`src/rtl/dmem_arbiter.sv`:
```
// Single-port DMEM arbiter: the execute stage normally owns the port, the external
// requester is served in idle cycles or, after STARVE_LIMIT denials, by a one-cycle forced stall.
module dmem_arbiter #(
    parameter int DMEM_ADDR_WIDTH = 12,
    parameter int DMEM_WORD_WIDTH = 16,
    parameter int STARVE_LIMIT    = 8,
    parameter int CNT_WIDTH       = 4
) (
    input  logic                       clock,
    input  logic                       reset,
    input  logic                       in_ex_load,
    input  logic                       in_ex_store,
    input  logic [DMEM_ADDR_WIDTH-1:0] in_ex_rd_addr,
    input  logic [DMEM_ADDR_WIDTH-1:0] in_ex_wr_addr,
    input  logic [DMEM_WORD_WIDTH-1:0] in_ex_wr_word,
    input  logic                       in_ext_req,
    input  logic                       in_ext_we,
    input  logic [DMEM_ADDR_WIDTH-1:0] in_ext_addr,
    input  logic [DMEM_WORD_WIDTH-1:0] in_ext_wr_word,
    output logic                       out_ext_gnt,
    output logic                       out_ext_rd_valid,
    output logic [DMEM_WORD_WIDTH-1:0] out_ext_rd_word,
    output logic                       out_stall,
    output logic                       out_dmem_en,
    output logic                       out_dmem_we,
    output logic [DMEM_ADDR_WIDTH-1:0] out_dmem_addr,
    output logic [DMEM_WORD_WIDTH-1:0] out_dmem_wr_word,
    input  logic [DMEM_WORD_WIDTH-1:0] in_dmem_rd_word
);

    typedef enum logic [0:0] {
        ST_NORMAL = 1'b0,
        ST_FORCED = 1'b1
    } state_t;

    localparam logic [CNT_WIDTH-1:0] CNT_LAST = CNT_WIDTH'(STARVE_LIMIT - 1);

    state_t                     state_r;
    state_t                     state_nxt_s;
    logic [CNT_WIDTH-1:0]       starve_cnt_r;
    logic [CNT_WIDTH-1:0]       starve_cnt_nxt_s;
    logic                       ext_rd_pend_r;

    logic                       ex_access_s;
    logic                       gnt_s;
    logic                       stall_s;
    logic                       en_s;
    logic                       we_s;
    logic [DMEM_ADDR_WIDTH-1:0] addr_s;
    logic [DMEM_WORD_WIDTH-1:0] wr_word_s;

    assign ex_access_s = in_ex_load | in_ex_store;

    // Next-state, starvation counter and DMEM port steering
    always_comb begin
        state_nxt_s      = ST_NORMAL;
        starve_cnt_nxt_s = {CNT_WIDTH{1'b0}};
        gnt_s            = 1'b0;
        stall_s          = 1'b0;
        en_s             = 1'b0;
        we_s             = 1'b0;
        addr_s           = {DMEM_ADDR_WIDTH{1'b0}};
        wr_word_s        = {DMEM_WORD_WIDTH{1'b0}};
        case (state_r)
            ST_NORMAL: begin
                if (ex_access_s) begin
                    // A store takes precedence over a simultaneous (illegal) load
                    en_s = 1'b1;
                    we_s = in_ex_store;
                    if (in_ex_store) begin
                        addr_s    = in_ex_wr_addr;
                        wr_word_s = in_ex_wr_word;
                    end else begin
                        addr_s    = in_ex_rd_addr;
                        wr_word_s = {DMEM_WORD_WIDTH{1'b0}};
                    end
                    if (in_ext_req) begin
                        if (starve_cnt_r == CNT_LAST) begin
                            state_nxt_s      = ST_FORCED;
                            starve_cnt_nxt_s = starve_cnt_r;
                        end else begin
                            state_nxt_s      = ST_NORMAL;
                            starve_cnt_nxt_s = starve_cnt_r + {{(CNT_WIDTH-1){1'b0}}, 1'b1};
                        end
                    end else begin
                        starve_cnt_nxt_s = {CNT_WIDTH{1'b0}};
                    end
                end else if (in_ext_req) begin
                    gnt_s  = 1'b1;
                    en_s   = 1'b1;
                    we_s   = in_ext_we;
                    addr_s = in_ext_addr;
                    if (in_ext_we) begin
                        wr_word_s = in_ext_wr_word;
                    end else begin
                        wr_word_s = {DMEM_WORD_WIDTH{1'b0}};
                    end
                end else begin
                    starve_cnt_nxt_s = {CNT_WIDTH{1'b0}};
                end
            end
            ST_FORCED: begin
                // EX is frozen this cycle and re-presents its access afterwards
                stall_s = 1'b1;
                if (in_ext_req) begin
                    gnt_s  = 1'b1;
                    en_s   = 1'b1;
                    we_s   = in_ext_we;
                    addr_s = in_ext_addr;
                    if (in_ext_we) begin
                        wr_word_s = in_ext_wr_word;
                    end else begin
                        wr_word_s = {DMEM_WORD_WIDTH{1'b0}};
                    end
                end else begin
                    gnt_s = 1'b0;
                end
            end
            default: begin
                state_nxt_s = ST_NORMAL;
            end
        endcase
    end

    // State, starvation counter and pending external read
    always_ff @(posedge clock or negedge reset) begin
        if (!reset) begin
            state_r       <= ST_NORMAL;
            starve_cnt_r  <= {CNT_WIDTH{1'b0}};
            ext_rd_pend_r <= 1'b0;
        end else begin
            state_r       <= state_nxt_s;
            starve_cnt_r  <= starve_cnt_nxt_s;
            ext_rd_pend_r <= gnt_s & ~in_ext_we;
        end
    end

    // Outputs are combinational, so they are held at zero while reset is asserted
    assign out_ext_gnt      = reset & gnt_s;
    assign out_stall        = reset & stall_s;
    assign out_dmem_en      = reset & en_s;
    assign out_dmem_we      = reset & we_s;
    assign out_dmem_addr    = reset ? addr_s : {DMEM_ADDR_WIDTH{1'b0}};
    assign out_dmem_wr_word = reset ? wr_word_s : {DMEM_WORD_WIDTH{1'b0}};
    assign out_ext_rd_valid = reset & ext_rd_pend_r;
    assign out_ext_rd_word  = (reset & ext_rd_pend_r) ? in_dmem_rd_word : {DMEM_WORD_WIDTH{1'b0}};

endmodule

```
`config.mk`:
```
export PLATFORM = sky130hd
export DESIGN_NAME = dmem_arbiter
export DESIGN_NICKNAME = d
export VERILOG_FILES = /design/src/rtl/dmem_arbiter.sv
export SDC_FILE = /design/constraint.sdc
export NUM_CORES = 1
export LEC_CHECK = 0
export BUFFER_PORTS_ARGS = -buffer_cell sky130_fd_sc_hd__buf_2
export CORE_MARGIN = 3
export CORE_UTILIZATION = 25
export CTS_CLUSTER_DIAMETER = 50
export DETAILED_ROUTE_END_ITERATION = 8
export GPL_TIMING_DRIVEN = 0
export PLACE_DENSITY = 0.88
export SLEW_MARGIN = 40
export SYNTH_ARGS = -nofsm -noshare
export SYNTH_HDL_FRONTEND = slang
export SYNTH_SLANG_ARGS = --single-unit
```
`constraint.sdc`:
```
create_clock -name clock -period 1 [get_ports clock]
set_input_delay 0.05 -clock clock [delete_from_list [all_inputs] [get_ports clock]]
set_output_delay 0.05 -clock clock [all_outputs]
set_load 0.02 [all_outputs]
```
Yosys cells after proc, flatten, opt, wreduce, memory -nomap -nowiden
Cells that the tools add are included.
{"block": "word_totals", "output_inout_bits": 49, "elab_cells": 44, "register_bits": 6, "in_bits": 90}
{"block": "classes", "bitwise": 9, "eq_ne": 2, "add_sub_neg": 1, "n_mux": 29}
{"operator": "$mux W16", "n": 6}
{"operator": "$mux W12", "n": 4}
{"operator": "$pmux W16 S2", "n": 1}
{"operator": "$pmux W12 S2", "n": 1}
{"operator": "$mux W4", "n": 4}
{"operator": "$mux W1", "n": 10}
{"operator": "$and A1 B1 Y1", "n": 6}
{"operator": "$pmux W1 S2", "n": 3}
{"operator": "$add A4 B1 Y4 const B", "n": 1}
{"operator": "$eq A4 B3 Y1 const B", "n": 1}
{"operator": "$ne A4 B4 Y1 const B", "n": 1}
{"operator": "$not A1 Y1", "n": 2}
{"operator": "$or A1 B1 Y1", "n": 1}

Longest topological paths before layout
Gate-level depths: netlist of run 1.
{"block": "logic_depth", "depth_word": 5, "ltp_mapped": 5, "ltp_nobuf": 4}

Worst setup path before layout of run 1
OpenSTA, ideal clock, no wires.
{"block": "synth_timing", "path_type": "flip-flop to output port", "from": "register state_r", "to": "output port out_dmem_addr[10]", "stages_incl_launch_ff": 5, "path_buffers": 1, "arrival_time_ns": 1.256, "required_time_ns": 0.950, "setup_slack_ns": -0.306, "path_cell_list": "dfrtp_1 o21ba_4 nand2_1 buf_2 o2bb2ai_1"}
{"block": "synth_between", "elab_chain_cells": 3}
{"element": "start, declared", "line_no": "38", "source": "state_t state_r;"}
{"element": "start signal, assigned", "line_no": "132", "source": "state_r <= state_nxt_s;"}
{"element": "$not A1 Y1"}
{"element": "$pmux W12 S2 *", "line_no": "64", "source": "case (state_r)"}
{"element": "$mux W12 *", "line_no": "143", "source": "assign out_dmem_addr = reset ? addr_s : {DMEM_ADDR_WIDTH{1'b0}};"}
{"element": "end, declared", "line_no": "26", "source": "output logic [DMEM_ADDR_WIDTH-1:0] out_dmem_addr,"}
Every way passes the cells marked *; elsewhere a longest branch is shown, timed or not.

Final worst setup path of run 1
{"block": "layout_timing", "from": "register state_r", "to": "output port out_dmem_wr_word[7]"}
{"block": "layout_between", "elab_chain_cells": 3}
{"element": "$not A1 Y1"}
{"element": "$pmux W16 S2 *", "line_no": "64"}
{"element": "$mux W16 *", "line_no": "144", "source": "assign out_dmem_wr_word = reset ? wr_word_s : {DMEM_WORD_WIDTH{1'b0}};"}
{"element": "end, declared", "line_no": "27", "source": "output logic [DMEM_WORD_WIDTH-1:0] out_dmem_wr_word,"}
Marks and branches as above.

==> results.py, run 1 <==
metrics = {
    "outcome": {
        "status": "finished with violations",
        "violations": "setup timing",
    },
    "clocking": {
        "clkSinkCount": 6,
        "clockBufferDepth": 2,
        "clk_pin_slew_ps": 60,
        "htreeDepth": 1,
        "cts_inserted_buffers": 3,
        "root_buffer": "clkbuf_4",
        "cts_tree": "yes",
        "clk_latency_ps": 260,
    },
    "logic_synthesis": {
        "yosysSeqAreaShare": 0.178,
        "postSynthAreaPerCell_sq_um": 8.61,
        "ys_ff_latch": 6,
        "synth.cell_area_sq_um": 843,
        "syn-num-nets": 189,
        "async_flop_share": 1.00,
        "yosys_warnings": 0,
        "synth_edf_count": 0,
        "synthFlopType": "dfrtp_1",
        "synthCells": 98,
        "ys_types": 20,
    },
    "grt": {
        "antenna_found_initial": 0,
        "grt_pass1_vias": 1652,
        "grt_max_degree": 11,
        "grt_overflow": 0,
        "grt_first_pass_wirelength_mm": 9.32,
        "grt_usage": 0.300,
    },
    "sta": {
        "final-hold-violation-count": 0,
        "post-route-min-period_ps": 1610,
        "worst_pin_slew_ps": 364,
        "maxSlewViolCount": 0,
        "skew_ps": 12.9,
        "relSlewSlack": 0.750,
        "fmax_mhz": 621,
        "setup_viol": 55,
        "setup_slack_ps": -609,
        "fin_crit_sh": 1.61,
        "rsz0062_at_grt": "yes",
    },
    "detailed_routing": {
        "totalWireLength_mm": 7.08,
        "vias": 1704,
        "drcViolationCount": 0,
        "route.detailed.vias_per_inst": 5.72,
        "postRouteAntennaNets": 0,
        "wire_per_inst_um": 23.8,
        "drt-pass1-iter-count": 4,
        "initialDrtViolationCount": 183,
    },
    "critical_path": {
        "cp_max_fo": 5,
        "startpoint": "state_r",
        "r2r-end": "starve_cnt_r[1]",
        "worstSetupPathType": "register to output pin",
        "endpoint": "out_dmem_wr_word[7]",
        "slowest_stage": "dfrtp_1",
        "end_kind": "output pin",
        "cp_cell_sequence": "o21ba_4, nor3b_4, buf_4, a22o_4, buf_6",
        "reg2reg_slack_ps": -220,
        "worstPathArrival_ps": 1560,
        "start_kind": "register",
        "rr_worst_depth": 4,
        "crit_required_ps": 950,
        "r2r_start": "starve_cnt_r[0]",
        "max_stage_delay_ps": 380,
    },
    "power": {
        "peakVddDrop_uv": 566,
        "leakage_nw": 1.31,
        "cellPowerDensity_mw_per_mm2": 570,
    },
    "flow_run": {
        "maxCapViolations": 0,
    },
    "placement": {
        "gp_congestion": 0.771,
        "io_buffers": 137,
        "dp_hpwl_mm": 3.54,
        "place_ws_ps": -452,
        "place_area_sq_mm": 0.00188,
    },
    "floorplanning": {
        "dieArea_sq_mm": 0.00411,
        "start_util": 0.270,
        "io_pins": 139,
        "die_y_um": 64.1,
        "die_w_um": 64.1,
        "core-area_sq_mm": 0.00313,
        "num_rows": 20,
    },
    "min_path": {
        "hp-class": "input pin to register",
    },
    "cells_and_area": {
        "diodes": 0,
        "drive_gt1_frac": 0.866,
        "fill_cells": 135,
        "area_growth_pct": 204,
        "fin_nets": 347,
        "finalInstanceArea_sq_mm": 0.00257,
    },
}
[cell families (layout without fill, tap and decap cells)]
logic type	Yosys count	in the layout	synth area share
mux	14	14	0.166
fa+ha+maj	1	1	0.0148
buf+inv	9	165	0.0638
flops	6	6	0.178
xor+xnor	1	1	0.0104
simple gates	37	37	0.251
compound gates	30	30	0.316
[layout make-up]
class                   instances  area [sq um]  area share
repair buffers                153          1150       0.449
clock buffers                   3          22.5     0.00877
flip-flops and latches          6           150      0.0585
multi-input cells              83          1080       0.421
plain buffers                   9           105      0.0409
well taps                      44          55.1      0.0214
[routing by layer]
layer | wire length, um | global-route usage | up-vias | share of wire
li1 | - | - | 697 | -
met1 | 2410 | 0.327 | 809 | 0.34
met2 | 3630 | 0.543 | 160 | 0.51
met3 | 726 | 0.0791 | 38 | 0.10
met4 | 317 | 0.119 | 0 | 0.045
met5 | 0 | 0 | - | 0
[timing repair]
item,in CTS,in global routing
pin swaps,4,8
hold buffers,2,0
setup endpoints to repair,54,55
gates resized for setup,130,19
cloned,3,1
hold endpoints to repair,7,0
setup buffers,7,4
[sequential cells by signal, summed over array words and instances, names as in the netlist]
| name | cells |
|---|---|
| ext_rd_pend_r | 1 |
| starve_cnt_r | 4 |
| state_r | 1 |
[cell usage in the layout (no fill, tap or decap), drive strengths merged, types with 2 or more instances in the layout]
| master | n |
|---|---|
| dlygate4sd3 | 2 |
| nand3 | 2 |
| and2 | 2 |
| buf | 155 |
| nand2 | 5 |
| and3 | 16 |
| nor3b | 2 |
| o2bb2ai | 12 |
| a22o | 16 |
| nor2 | 8 |
| mux2i | 14 |
| dfrtp | 6 |
| clkbuf | 8 |
[worst min-delay path by stage]
stage,from,endpoint,cells past startpoint
final,in_ext_req,starve_cnt_r[2],3
after global routing,in_ext_req,state_r,3
after floorplan,reset,ext_rd_pend_r,0
after global placement,reset,starve_cnt_r[1],1
after CTS,in_ext_req,ext_rd_pend_r,2
after detailed placement,reset,starve_cnt_r[1],1
[stage by stage]
stage,total power [mW],utilization,hold WS (ps),cells,TNS (ps)
after floorplan,0.640,-,-246,98,-5500
after global placement,0.925,0.600,-105,279,-13200
after detailed placement,0.944,0.600,-104,279,-13630
after CTS,1.35,0.792,99.2,294,-19230
after global routing,1.52,0.821,102,298,-23390
final,1.46,0.821,107,298,-21190
[cell usage after synthesis (2+ instances only)]
cell        n  area, sq um
buf_2       4         20.0
buf_6       2         22.5
o2bb2ai_1  12          105
mux2i_1    14          140
and3_1     16          100
and2_1      2         12.5
nor2_1      8         30.0
dfrtp_1     6          150
nand2_1     5         18.8
a22o_1     16          140
clkbuf_1    3         11.3
nand3_1     2         10.0
[report_power, final]
group / internal [mW] / switching [mW] / leakage, nW
Combinational: 0.489 / 0.469 / 1.22
Clock: 0.137 / 0.106 / 0.0138
Sequential: 0.252 / 0.0115 / 0.0818
[critical path: cells and delay by family (launching register included)]
kind / cells / cell delay (ps)
compound gates: 2 / 530
simple gates: 1 / 70
flops: 1 / 380
buf+inv: 2 / 310
(Power assumes the default switching activity.)
==> run 2, diff against run 1 <==
CORE_ASPECT_RATIO = 0.6   (was default)
==> results.py, run 2 (same netlist as run 1, synthesis figures left out) <==
metrics = {
    "sta": {
        "setup_slack_ps": -590,
        "rsz0062_at_grt": "yes",
        "finalSetupTns_ps": -19840,
        "holdWs_ps": 7.85,
        "final-hold-violation-count": 0,
        "post-route-min-period_ps": 1590,
        "relSlewSlack": 0.789,
        "setup_viol": 53,
        "fin_crit_sh": 1.59,
        "skew_ps": 0.944,
        "maxSlewViolCount": 0,
        "worst_pin_slew_ps": 308,
        "fmax_mhz": 629,
    },
    "critical_path": {
        "rr_worst_depth": 4,
        "worstPathArrival_ps": 1540,
        "endpoint": "out_dmem_wr_word[9]",
        "cp_max_fo": 10,
        "crit_required_ps": 950,
        "reg2reg_slack_ps": -180,
        "slowest_stage": "dfrtp_1",
        "worstSetupPathType": "register to output pin",
        "start_kind": "register",
        "path_delay_family": "flip-flops",
        "max_stage_delay_ps": 370,
        "crit_top_cell": "buf_6",
        "end_kind": "output pin",
        "r2r-end": "starve_cnt_r[1]",
        "r2r_start": "starve_cnt_r[0]",
        "worstSetupPathDepth": 5,
        "cp_cell_sequence": "o21ba_4, nor3b_4, buf_6, a22o_4, buf_6",
        "startpoint": "state_r",
        "crit_buf_inv": 2,
    },
    "clocking": {
        "clkSinkCount": 6,
        "htreeDepth": 1,
        "root_buffer": "clkbuf_8",
        "cts_tree": "yes",
        "cts_inserted_buffers": 3,
        "clk_latency_ps": 230,
        "clockBufferDepth": 2,
        "clk_pin_slew_ps": 40,
    },
    "power": {
        "leakage_nw": 1.26,
        "seqPwrFrac": 0.173,
        "power_switching_mw": 0.561,
        "p_sw_frac": 0.371,
        "peakVddDrop_uv": 447,
        "power.internal_mw": 0.950,
        "clkPwrFrac": 0.255,
        "p_comb_frac": 0.572,
        "cellPowerDensity_mw_per_mm2": 624,
    },
    "cells_and_area": {
        "fin_nets": 342,
        "drive_gt1_frac": 0.835,
        "final_common_cell": "buf_2",
        "largest_reg_flops": 4,
        "most-common-layout-cells": "95 x buf_2, 37 x buf_6, 16 x and3_4, 16 x buf_4, 14 x mux2i_1",
        "area_growth_pct": 187,
        "top_register": "starve_cnt_r",
        "fin_util": 0.796,
        "reg_top3": "starve_cnt_r x4, ext_rd_pend_r x1, state_r x1",
    },
    "detailed_routing": {
        "drcViolationCount": 0,
        "totalWireLength_mm": 6.44,
        "drt-pass1-iter-count": 4,
        "route.detailed.vias_per_inst": 5.29,
        "wire_per_inst_um": 22.0,
        "vias": 1550,
        "initialDrtViolationCount": 62,
        "postRouteAntennaNets": 0,
    },
    "placement": {
        "io_buffers": 137,
        "gp_congestion": 0.801,
        "dp_hpwl_mm": 3.54,
    },
    "floorplanning": {
        "io_pins": 139,
        "core-area_sq_mm": 0.00304,
        "start_util": 0.277,
        "num_rows": 15,
        "dieArea_sq_mm": 0.00413,
        "die_y_um": 51.0,
        "die_w_um": 81.0,
    },
    "grt": {
        "grt_usage": 0.290,
        "grt_pass1_vias": 1632,
        "grt_first_pass_wirelength_mm": 8.83,
        "grt_overflow": 0,
        "grt_max_degree": 11,
        "antenna_found_initial": 2,
    },
    "outcome": {
        "status": "finished with violations",
        "violations": "setup timing",
    },
    "min_path": {
        "hp-class": "input pin to register",
    },
    "flow_run": {
        "maxCapViolations": 0,
    },
}
-- run 2: cell types whose count changed in the layout (fill, tap and decap cells not counted), moves of 2 or more --
cell and delta:
buf_2 +6, clkbuf_8 +4, buf_4 +2, diode_2 +2, nand2_4 -2, buf_6 -11, clkbuf_4 -3
-- run 2: power groups by stage --
stage	registers [mW]	clock network, mW	logic [mW]
floorplan	0.262	0	0.378
global placement	0.264	0	0.664
detailed placement	0.264	0	0.681
CTS	0.259	0.378	0.825
global route	0.262	0.398	0.904
finish	0.261	0.385	0.865
-- run 2: worst min path at each step --
| stage | slack, ps | from | to | depth (start not counted) |
|---|---|---|---|---|
| 3_3_place_gp | -100 | reset | starve_cnt_r[3] | 1 |
| 3_5_place_dp | -100 | reset | starve_cnt_r[3] | 1 |
| 5_1_grt | 7 | in_ext_we | ext_rd_pend_r | 2 |
| 2_1_floorplan | -250 | reset | ext_rd_pend_r | 0 |
| 6_report | 8 | in_ext_we | ext_rd_pend_r | 2 |
| 4_1_cts | 4 | in_ext_we | ext_rd_pend_r | 2 |
-- run 2: routing by layer --
metal,part of all wire,up-vias,GRT usage
met5,0,-,0
met3,0.082,36,0.0651
met1,0.34,719,0.285
met2,0.51,107,0.534
li1,-,688,-
met4,0.074,0,0.216
-- run 2: through the flow --
| stage | setup WS (ps) | total power [mW] | cell area (sq um) | std cells |
|---|---|---|---|---|
| after floorplan | -218 | 0.640 | 1140 | 98 |
| after global placement | -446 | 0.928 | 1880 | 277 |
| after detailed placement | -448 | 0.945 | 1880 | 277 |
| after CTS | -554 | 1.46 | 2410 | 291 |
| after global routing | -658 | 1.56 | 2420 | 293 |
| final | -590 | 1.51 | 2420 | 293 |
-- run 2: area by class of cell --
type	count	area, sq um
Antenna cell	2	5.00
Buffer	9	110
Clock buffer	3	41.3
Fill cell	164	619
Multi-Input combinational cell	83	1020
Sequential cell	6	150
Tap cell	42	52.6
Timing Repair Buffer	148	1040
-- run 2: repair_timing --
item,CTS,global route
buffers inserted,8,0
hold buffers,1,0
hold endpoints to repair,6,0
pin swaps,4,1
resized for setup,114,4
cloned,2,0
setup endpoints to repair,52,53
-- run 2: worst reg2reg max path, stage by stage, from the launching register on --
cell      delay (ps)
dfrtp_1          410
ha_2             220
nand3b_1         170
mux2i_1          210
nor2_1            60
